===== src/rtl/geo_cmd_pipe.sv =====
`default_nettype none
// ============================================================================
// Module      : geo_cmd_pipe
// Description : Stall-aware elastic command pipeline for the geometry data
//               path. DEPTH independent register stages, each with its own
//               valid bit. Bubbles collapse while the output is stalled.
//               Provides a synchronous flush and an occupancy count.
// Ports       : clk        - system clock (rising edge)
//               reset      - synchronous active-high reset
//               in_rdy     - upstream command valid
//               in_data    - upstream command payload
//               in_busy    - upstream must hold in_rdy/in_data this cycle
//               out_rdy    - output stage holds a valid command
//               out_data   - output stage payload
//               out_busy   - downstream cannot accept this cycle
//               flush      - discard all held commands
//               occupancy  - number of valid stages (0..DEPTH)
//               empty      - no valid stage
// Revision    : 1.0 - initial release
// ============================================================================
module geo_cmd_pipe #(
    parameter int WIDTH = 40,
    parameter int DEPTH = 2,
    parameter int CNT_W = 4
) (
    input  logic             clk,
    input  logic             reset,
    input  logic             in_rdy,
    input  logic [WIDTH-1:0] in_data,
    output logic             in_busy,
    output logic             out_rdy,
    output logic [WIDTH-1:0] out_data,
    input  logic             out_busy,
    input  logic             flush,
    output logic [CNT_W-1:0] occupancy,
    output logic             empty
);

    logic [DEPTH-1:0] r_v;
    logic [WIDTH-1:0] r_d [DEPTH];

    logic [DEPTH-1:0] w_adv;     // stage content may move down this cycle
    logic [DEPTH-1:0] w_en;      // stage loads from its source this cycle
    logic [DEPTH-1:0] w_src_v;
    logic [WIDTH-1:0] w_src_d [DEPTH];
    logic [CNT_W-1:0] w_occ;

    // adv[k] is true when out_busy is low or any stage below k is empty.
    // Evaluated as a running "everything below is full" term rather than a
    // self-referencing vector, which keeps the chain free of comb loops.
    always_comb begin
        logic w_below_full;
        w_adv        = '0;
        w_below_full = 1'b1;
        for (int k = DEPTH - 1; k >= 0; k--) begin
            w_adv[k]     = !out_busy || !w_below_full;
            w_below_full = w_below_full && r_v[k];
        end
    end

    // An empty stage always loads, so bubbles fill even under a stall.
    assign w_en = w_adv | ~r_v;

    always_comb begin
        w_src_v    = '0;
        w_src_v[0] = in_rdy;
        w_src_d[0] = in_data;
        for (int k = 1; k < DEPTH; k++) begin
            w_src_v[k] = r_v[k-1];
            w_src_d[k] = r_d[k-1];
        end
    end

    // Equivalent to v[0] && !adv[0], plus reset/flush blocking.
    assign in_busy = reset || flush || !w_en[0];

    always_ff @(posedge clk) begin
        for (int k = 0; k < DEPTH; k++) begin
            if (reset) begin
                r_v[k] <= 1'b0;
                r_d[k] <= '0;
            end else if (flush) begin
                r_v[k] <= 1'b0;
            end else if (w_en[k]) begin
                r_v[k] <= w_src_v[k];
                // Payload only follows a valid source so out_data stays put
                // while the output stage is empty.
                if (w_src_v[k]) begin
                    r_d[k] <= w_src_d[k];
                end
            end
        end
    end

    always_comb begin
        w_occ = '0;
        for (int k = 0; k < DEPTH; k++) begin
            w_occ = w_occ + CNT_W'(r_v[k]);
        end
    end

    assign out_rdy   = r_v[DEPTH-1];
    assign out_data  = r_d[DEPTH-1];
    assign occupancy = w_occ;
    assign empty     = (w_occ == '0);

endmodule
`default_nettype wire


===== config.mk =====
export PLATFORM = sky130hd
export DESIGN_NAME = geo_cmd_pipe
export DESIGN_NICKNAME = d
export VERILOG_FILES = /design/src/rtl/geo_cmd_pipe.sv
export SDC_FILE = /design/constraint.sdc
export NUM_CORES = 1
export LEC_CHECK = 0
export ABC_AREA = 1
export CORE_MARGIN = 4
export CORE_UTILIZATION = 51
export CTS_CLUSTER_DIAMETER = 150
export DETAILED_ROUTE_END_ITERATION = 7
export GPL_TIMING_DRIVEN = 0
export HOLD_SLACK_MARGIN = 0.06
export PLACE_DENSITY = 0.8
export SLEW_MARGIN = 20
export SYNTH_ARGS = -nofsm -noshare
export SYNTH_HDL_FRONTEND = slang
export SYNTH_SLANG_ARGS = --single-unit

===== constraint.sdc =====
create_clock -name clk -period 4.47 [get_ports clk]
set_clock_uncertainty 0.05 [all_clocks]
set_input_delay 0.894 -clock clk [delete_from_list [all_inputs] [get_ports clk]]
set_output_delay 0.894 -clock clk [all_outputs]
set_load 0.1 [all_outputs]

; ---- After elaboration in Yosys (flattened, before gate mapping)
; Memory sizes are Yosys's and may differ from the RTL's.
; Index checks and enable logic that the tools add are counted.
[classes]
n_reduce_logical = 8
n_eq_ne = 0
order_cmp = 0
multipliers = 0
shift = 0
muxes = 14
n_addsub = 1
div_mod_pow = 0
bitwise_logic = 4
[ops]
columns = cell, count
row1 = 2-to-1 mux 40 bit, 2
row2 = 2-to-1 mux 1 bit, 12
row3 = logical NOT 4 bit, 1
row4 = logical NOT 1 bit, 3
row5 = logical OR 1 bit, 3
row6 = adder 1 x 1 -> 2 bit, 1
row7 = inverter 2 bit, 1
row8 = OR 1 bit, 2
row9 = OR 2 bit, 1
row10 = OR reduction 2 bit, 1
[word_totals]
mem_bits_ro = 0
ff_bits = 2
ram_bits = 80
latch_bits = 0
input_bits = 45
elab_cells = 30
mem_count = 1
[mem_list]
columns = memory, words, width, rd, rd_clocked_by_memory_dff, wr, line
row1 = r_d, 2, 40, 2, 0, 2, 40  ; logic [WIDTH-1:0] r_d [DEPTH];

; ---- Longest topological paths before layout
; Gate-level depths: netlist (run 1).
[logic_depth]
depth_word = 8
mapped_depth = 4

; ---- Worst setup path before layout (run 1)
; OpenSTA, ideal clock, no wires.
[synth_path]
path_kind = register -> output
from = register r_v[1]
to = output in_busy
t_arrival_ps = 2013
path_slack_ps = 1513
required_time_ps = 3526
stages_incl_launch_ff = 3
path_cell_list = dfxtp_1 -> nand3_1 -> nand2_1
[synth_between]
elab_chain_len = 5
[synth_lines]
columns = element, line
row1 = start: declaration, 39  ; logic [DEPTH-1:0] r_v;
row2 = start signal: indexed assignment, 85  ; r_v[k] <= w_src_v[k];
row3 = logical NOT 1 bit, 56  ; w_adv[k] = !out_busy || !w_below_full;
row4 = logical OR 1 bit, 56
row5 = OR 2 bit, 62  ; assign w_en = w_adv | ~r_v;
row6 = logical NOT 1 bit, 75  ; assign in_busy = reset || flush || !w_en[0];
row7 = logical OR 1 bit, 75
row8 = end: declaration, 30  ; output logic in_busy,
; No other way between the ends.

; ---- Worst setup path in the final report (run 1)
[layout_path]
from = input out_busy
to = output in_busy
[layout_between]
elab_chain_len = 5
[layout_lines]
columns = element, line
row1 = start: declaration, 33  ; input logic out_busy,
row2 = logical NOT 1 bit, 56
row3 = logical OR 1 bit, 56
row4 = OR 2 bit, 62
row5 = logical NOT 1 bit, 75
row6 = logical OR 1 bit, 75
; No other way between the ends.

==> qor.txt, run 1 <==
Die height = 88.4 um
Static leakage = 1.93 nW
Max-Cap Viols = 0
WP data required = 3530 ps
I/O Buffers = 89
Top cell by count, worst path = clkdlybuf4s50_1
Yosys warns = 0
PostCTS Resize Cnt = 0
Post-DR wirelength/cell = 12.3 um
Initial antenna violation count = 0
Drt first pass iters = 4
Die Span X = 88.4 um
Largest net degree at the start of global routing = 31
CP Capture Type = primary output
Fraction of layout cells with a size suffix above 1 = 9.69%
Post-synthesis cell count = 274
Layout area overhead = 37.8%
CP top delay family = buffers and inverters
CTS Root Cell = clkbuf_8
Nets@finish = 424
#FFs+latches synth = 82
Clock buffer depth = 2
Synth Cell Area = 0.00329 mm2
Most frequent cells in the layout = 89 x clkdlybuf4s50_1, 86 x inv_1, 80 x edfxtp_1, 73 x nor2_1, 9 x clkbuf_8
Worst path buffer plus inverter count = 2
Antenna Nets Post-Route = 0
Via count = 2004
Arr. time, crit path = 2760 ps
Max Fanout on Critical Path = 4
Core Footprint = 0.00631 mm2
R2R Setup Slk = 2960 ps
Syn Area/Cell = 12.0 um2
Grt total ovfl = 0
Initial core utilization = 52.2%
Total GRT Usage = 15.8%
Max incr delay on CP = 1130 ps
H-Tree Depth = 3
Ports = 92
Commonest non-fill, non-tap cell in the layout = clkdlybuf4s50_1
Reg clk slew, reported paths = 80 ps
Slew Limit Fails = 0
Vias in the first global route = 2016
Worst path cell trace = clkdlybuf4s50_1, nand3_1, nand2_1, clkdlybuf4s50_1
1st-iter DRT viols = 78
RSZ-0062 raised after global routing = no
CTS Sinks = 82
Peak Freq = 0.270 GHz
Final Power = 1.73 mW
Crit share post-route = 82.8%
Slew headroom = 32.4%
Drt total wl = 5650 um
Status = complete, no violations
Worst slack, placed = 779 ps
Yosys cell types = 14
Min-Delay Path Class = flip-flop to flip-flop
Std-Cell Rows = 29
# setup viols final = 0
Slew @ Worst Pin = 1010 ps
CTS Hold Bufs = 0
Global-route wire length before repair = 9070 um
Worst-Skew Late Latency = 340 ps
Post-CTS setup repair buffer count = 0
CTS tree = built
Global placement routability congestion = 0.768
Fin worst setup slack = 769 ps
Kind of critical path = primary input to primary output
Worst setup SP type = primary input
Slowest cell on crit path = clkdlybuf4s50_1
Maximum VDD drop = 0.200 mV
Sequential area share after synthesis = 74.2%
Vias per cell = 4.37
Ant. Diodes = 0
Clock buffer count from CTS = 9
Cell Pwr Density = 380 mW/mm2
Final Hold Violating Endpoints = 0
Worst hold slack = 503 ps
Fin crit period = 3700 ps
Post-DP HPWL = 4240 um
Die area = 0.00781 mm2
# DRC = 0
Setup TNS = 0 ps
## layer usage
metal | vias up | share of wire [%] | track usage (%)
met5 | - | 0 | 0
met4 | 0 | 1.8 | 7.83
met3 | 7 | 5.8 | 3.07
met2 | 59 | 55 | 28.7
met1 | 917 | 37 | 17.6
li1 | 1021 | - | -
## flip-flops by register name, summed over array words and instances (netlist names)
register	count
r_d	80
r_v	2
## per-stage QoR
step / util [%] / instance area [um2] / std cells
final: 71.9 / 4540 / 459
after global routing: 71.9 / 4540 / 459
after CTS: 71.9 / 4540 / 459
after detailed placement: 68.6 / 4330 / 443
after global placement: 67.9 / 4280 / 441
after floorplan: - / 3300 / 275
## cell type report
| type | count | area [um2] |
|---|---|---|
| flip-flops and latches | 82 | 2440 |
| fillers | 471 | 1770 |
| repair buffers | 91 | 931 |
| multi-input cells | 97 | 432 |
| inverters | 86 | 323 |
| clock buffers | 11 | 131 |
| plain buffers | 10 | 105 |
| well taps | 77 | 96.3 |
| clock inverters | 5 | 78.8 |
## tightest hold or removal path, stage by stage, from the launching register on
cell and delay [ps]:
edfxtp_1 330, inv_1 40, nor2_1 80
## cell usage after synthesis
cell type,count,area [um2]
dfxtp_1,2,40.0
ha_1,2,25.0
conb_1,1,3.75
nand3_2,2,20.0
edfxtp_1,80,2400
nor2_1,73,274
buf_6,8,90.1
nor2_4,1,11.3
inv_1,86,323
nor2_2,7,43.8
nand2_1,6,22.5
buf_4,2,15.0
nand3_1,3,15.0
a21boi_0,1,7.51
## path summary, 6_finish.rpt
| check | startpoint | endpoint | depth (start not counted) |
|---|---|---|---|
| max | out_busy | in_busy | 4 |
| min | r_d[0][3] | r_d[1][3] | 2 |
| max reg2reg | r_v[0] | r_d[0][27] | 4 |
| min reg2reg | r_d[0][3] | r_d[1][3] | 2 |
## kinds of logic (layout without fill, tap and decap cells)
group	Yosys count	after routing	synth area share (%)
adder cells (fa/ha/maj)	2	2	0.760
buffers and inverters	96	203	13.0
flip-flops	82	82	74.2
other	1	2	0.114
AO/OA/AOI/OAI	1	1	0.228
AND/OR/NAND/NOR	92	92	11.7
## power by group
part	total (mW)	internal, mW	leakage (nW)	switching (mW)
logic	0.272	0.0803	0.966	0.192
clock network	0.563	0.313	0.0972	0.249
registers	0.892	0.882	0.869	0.00996
Power figures use the tool's default switching activity.
==> run 2, diff against run 1 <==
Settings changed: CORE_UTILIZATION 51 to 43, PLACE_DENSITY 0.8 to 0.72.
Clock period 4.47 ns to 3.1 ns, I/O delays scaled along.
==> qor.txt, run 2 (synthesis results as in run 1) <==
Status = complete, no violations
Most frequent cells in the layout = 88 x clkdlybuf4s50_1, 86 x inv_1, 80 x edfxtp_1, 73 x nor2_1, 9 x clkbuf_8
Top Registers = r_d x80, r_v x2
Drt first pass iters = 4 (unchanged)
CP Capture Type = primary output
Initial antenna violation count = 0 (unchanged)
Cell Pwr Density = 512 mW/mm2 (+35%)
Die area = 0.00912 mm2 (+17%)
Clock buffer count from CTS = 9 (unchanged)
CP top delay family = buffers and inverters
Final Power = 2.31 mW (+34%)
Global placement routability congestion = 0.647 (-16%)
Crit share post-route = 93.9%
Finished Cell Area = 0.00452 mm2 (-0.50%)
Worst path buffer plus inverter count = 2 (unchanged)
Global-route wire length before repair = 8280 um (-8.7%)
Clock buffer depth = 2 (unchanged)
Largest net degree at the start of global routing = 31 (unchanged)
Commonest non-fill, non-tap cell in the layout = clkdlybuf4s50_1
Die height = 95.5 um (+8.1%)
Arr. time, crit path = 2240 ps (-520 ps)
Placed cell count = 465 (+5.0%)
CTS Sinks = 82 (unchanged)
Final Core Density = 61.6% (-10 points)
WP data required = 2430 ps (-1100 ps)
Fin worst setup slack = 188 ps (-581 ps)
Worst setup SP type = flip-flop
CTS Hold Bufs = 0 (unchanged)
Worst-Skew Late Latency = 340 ps (about the same)
Drt total wl = 5170 um (-8.5%)
Std-Cell Rows = 31 (+6.9%)
Slew headroom = 33.5% (+1.1 points)
Total GRT Usage = 12.2% (-3.6 points)
Slew Limit Fails = 0 (unchanged)
Fraction of layout cells with a size suffix above 1 = 9.95% (+0.26 points)
Reg area = 0.00244 mm2 (unchanged)
Peak Freq = 0.343 GHz
Post-route insts no fill = 481 (+4.8%)
Placed instance area = 0.00436 mm2 (+0.64%)
Ports = 92 (unchanged)
Nets@finish = 424 (unchanged)
Final Hold Violating Endpoints = 0 (unchanged)
Post-DR wirelength/cell = 10.7 um (-13%)
H-Tree Depth = 3 (unchanged)
Max Fanout on Critical Path = 5 (+1)
# DRC = 0 (unchanged)
# fillers = 581 (+23%)
Worst slack, placed = -47.0 ps (-826 ps)
1st-iter DRT viols = 42 (-46%)
Slew @ Worst Pin = 994 ps (-16.9 ps)
# setup viols final = 0 (unchanged)
Ant. Diodes = 0 (unchanged)
Kind of critical path = flip-flop to primary output
Max-Cap Viols = 0 (unchanged)
Min-Delay Path Class = flip-flop to flip-flop
Die Span X = 95.5 um (+8.1%)
Post-CTS setup repair buffer count = 0 (unchanged)
RSZ-0062 raised after global routing = no
CTS tree = built
Max incr delay on CP = 1120 ps (about the same)
Antenna Nets Post-Route = 0 (unchanged)
Core Footprint = 0.00733 mm2 (+16%)
Setup TNS = 0 ps (unchanged)
Vias per cell = 4.05 (-7.3%)
Via count = 1946 (-2.9%)
Layout area overhead = 37.2%
Worst path cell trace = inv_1, ha_1, clkdlybuf4s50_1
Grt total ovfl = 0 (unchanged)
Slowest cell on crit path = clkdlybuf4s50_1
Initial core utilization = 44.9% (-7.2 points)
CTS Root Cell = clkbuf_8
Post-DP HPWL = 3790 um (-10%)
Worst hold slack = 494 ps (-8.66 ps)
Largest register FFs = 80 (unchanged)
Static leakage = 1.91 nW (-0.94%)
I/O Buffers = 89 (unchanged)
Largest register by flop count = r_d
Vias in the first global route = 1762 (-13%)
Reg clk slew, reported paths = 70 ps (about the same)
Fin crit period = 2910 ps
Maximum VDD drop = 0.233 mV (+17%)
Multi-input logic area = 432 um2 (unchanged)
==> run 2: area by class of cell <==
class	instances	share of cell area, %
tap	99	2.74
timing repair buffer	91	20.6
buffer	10	2.33
sequential	82	54.1
multi-input combinational	97	9.56
clock inverter	6	0.748
inverter	86	7.15
clock buffer	10	2.83
==> run 2: where the power goes <==
group / total, mW / internal (mW) / leakage (nW) / switching (mW)
Clock: 0.636 / 0.284 / 0.0795 / 0.353
Sequential: 1.29 / 1.27 / 0.869 / 0.0138
Combinational: 0.389 / 0.115 / 0.965 / 0.274
Total: 2.31 / 1.67 / 1.91 / 0.640
==> run 2: metal layers <==
layer	routed length, um	part of all wire (%)	vias to the layer above	global-route usage, %
met5	0	0	-	0
met4	110	2.1	0	6.40
met3	383	7.4	9	3.31
met2	2620	51	62	20.7
met1	2050	40	856	14.2
li1	-	-	1019	-
==> run 2: worst reg2reg max path: stages (launching register included) <==
cell	delay [ps]
dfxtp_1	360
nand3_1	180
nand3_1	110
nand2_2	300
buf_12	240
==> run 2: timing repair <==
| action | in CTS | in global routing |
|---|---|---|
| gates resized for setup | 1 | 0 |
| hold endpoints to repair | 0 | 0 |
| setup endpoints to repair | 1 | 0 |
==> run 2: path summary, 6_finish.rpt <==
check	startpoint	to	slack [ps]	cells past startpoint
worst min-delay path	r_d[0][13]	r_d[1][13]	490	2
worst max-delay path	r_v[0]	occupancy[0]	190	3
worst min register to register	r_d[0][13]	r_d[1][13]	490	2
worst max register to register	r_v[0]	r_d[0][8]	1550	4
==> run 3, diff against run 2 <==
Settings changed: CORE_MARGIN 4 to 3, SKIP_CTS_REPAIR_TIMING from default to 1.
==> qor.txt, run 3 (synthesis results as in run 1) <==
Total GRT Usage = 12.8% (+0.53 points)
Reg clk slew, reported paths = 70 ps (about the same)
Core Footprint = 0.00733 mm2 (unchanged)
Drt total wl = 5240 um (+1.5%)
Slew Limit Fails = 0 (unchanged)
Top Registers = r_d x80, r_v x2
Die Span X = 93.5 um (-2.1%)
# setup viols final = 0 (unchanged)
Hold Path Sink = r_d[1][26]
H-Tree Depth = 3 (unchanged)
CTS Sinks = 82 (unchanged)
Drt first pass iters = 4 (unchanged)
Reg-to-Reg Start = r_v[1]
Static leakage = 1.93 nW (+0.62%)
Ant. Diodes = 0 (unchanged)
Slew headroom = 33.1% (-0.44 points)
Die height = 93.5 um (-2.1%)
Min-Delay Path Class = flip-flop to flip-flop
I/O Buffers = 89 (unchanged)
Cell Pwr Density = 524 mW/mm2 (+2.5%)
Placed cell count = 465 (unchanged)
# DRC = 0 (unchanged)
Post-DR wirelength/cell = 10.9 um (+1.9%)
Worst slack, placed = -38.3 ps (+8.73 ps)
Multi-input logic area = 432 um2 (unchanged)
Clock buffer count from CTS = 9 (unchanged)
Post-DP HPWL = 3750 um (-1.3%)
Layout area overhead = 37.8%
Initial core utilization = 44.9% (unchanged)
Cells on worst reg2reg path = 4 (unchanged)
Die area = 0.00874 mm2 (-4.1%)
Setup TNS = 0 ps (unchanged)
Grt total ovfl = 0 (unchanged)
Reg area = 0.00244 mm2 (unchanged)
Std-Cell Rows = 31 (unchanged)
Max Fanout on Critical Path = 5 (unchanged)
Peak Freq = 0.343 GHz (about the same)
Clock buffer depth = 2 (unchanged)
Initial antenna violation count = 0 (unchanged)
Arr. time, crit path = 2240 ps (about the same)
Worst Hold Depth = 2 (unchanged)
Via count = 1960 (+0.72%)
CP Capture Type = primary output
Fraction of layout cells with a size suffix above 1 = 9.21% (-0.74 points)
1st-iter DRT viols = 32 (-24%)
Final Hold Violating Endpoints = 0 (unchanged)
Max-Cap Viols = 0 (unchanged)
Maximum VDD drop = 0.277 mV (+19%)
Commonest non-fill, non-tap cell in the layout = clkdlybuf4s50_1
Ports = 92 (unchanged)
Post-route insts no fill = 479 (-0.42%)
Antenna Nets Post-Route = 0 (unchanged)
Largest register FFs = 80 (unchanged)
Largest net degree at the start of global routing = 27 (-13%)
Fin worst setup slack = 188 ps (-0.0290 ps)
Worst setup SP type = flip-flop
Largest register by flop count = r_d
CTS Root Cell = clkbuf_8
Kind of critical path = flip-flop to primary output
RSZ-0062 raised after global routing = no
CTS tree = built
Worst hold start = r_d[0][26]
Status = complete, no violations
Worst-Skew Late Latency = 340 ps (about the same)
Global placement routability congestion = 0.672 (+3.9%)
# fillers = 570 (-1.9%)
Vias per cell = 4.09 (+1.1%)
Worst reg2reg endpoint = r_d[1][19]
Slew @ Worst Pin = 1000 ps (+6.58 ps)
Most frequent cells in the layout = 88 x clkdlybuf4s50_1, 86 x inv_1, 80 x edfxtp_1, 73 x nor2_1, 9 x clkbuf_8
R2R Setup Slk = 1530 ps (-20 ps)
Fin crit period = 2910 ps (+0.0290 ps)
Global-route wire length before repair = 8280 um (unchanged)
Crit share post-route = 93.9% (about the same)
Vias in the first global route = 1780 (+1.0%)
Nets@finish = 424 (unchanged)
WP data required = 2430 ps (about the same)
-- run 3: cell count changes in the layout (fill, tap and decap cells not counted) --
cell	previous run	this run
dlygate4sd2_1	1	0
dlymetal6s2s_1	0	1
clkinv_1	1	2
buf_16	0	1
clkinvlp_4	2	1
bufinv_16	0	1
clkinv_2	3	0
buf_12	2	1
-- run 3: layout make-up --
type | instances | area share [%]
buffer | 10 | 2.32
clock buffer | 10 | 2.81
inverter | 86 | 7.11
clock inverter | 4 | 0.992
timing repair buffer | 91 | 20.7
sequential | 82 | 53.8
multi-input combinational | 97 | 9.51
tap | 99 | 2.73
-- run 3: how the worst max path moves through the flow --
stage | start | to | slack (ps) | cells past startpoint
CTS | out_busy | in_busy | -50 | 4
detailed placement | out_busy | in_busy | -40 | 4
global placement | out_busy | in_busy | -40 | 4
global route | r_v[0] | occupancy[0] | 60 | 3
floorplan | r_v[1] | in_busy | 420 | 2
finish | r_v[0] | occupancy[0] | 190 | 3
-- run 3: metrics by stage --
stage	power, mW	hold slack [ps]	util [%]	cell area [um2]
3_3_place_gp	1.69	474	58.8	4310
3_5_place_dp	1.71	478	59.5	4360
4_1_cts	2.40	497	61.9	4540
2_1_floorplan	1.58	469	-	3300
6_report	2.38	494	61.9	4540
5_1_grt	2.48	511	61.9	4540
-- run 3: worst max-delay path, cell delays in order, from the launching register on --
cell and delay (ps):
dfxtp_1 430, inv_1 80, ha_1 270, clkdlybuf4s50_1 1120
-- run 3: per-layer routing --
| metal | up-vias | global-route usage [%] | routed length (um) |
|---|---|---|---|
| li1 | 1021 | - | - |
| met1 | 866 | 15.1 | 2130 |
| met5 | - | 0 | 0 |
| met2 | 63 | 20.7 | 2680 |
| met4 | 0 | 6.96 | 106 |
| met3 | 10 | 3.86 | 329 |
-- run 3: power by group --
part	leakage, nW	total (mW)	internal [mW]	switching (mW)
clock	0.0833	0.704	0.358	0.346
sequential	0.869	1.29	1.27	0.0140
combinational	0.973	0.391	0.117	0.274
total	1.93	2.38	1.75	0.634
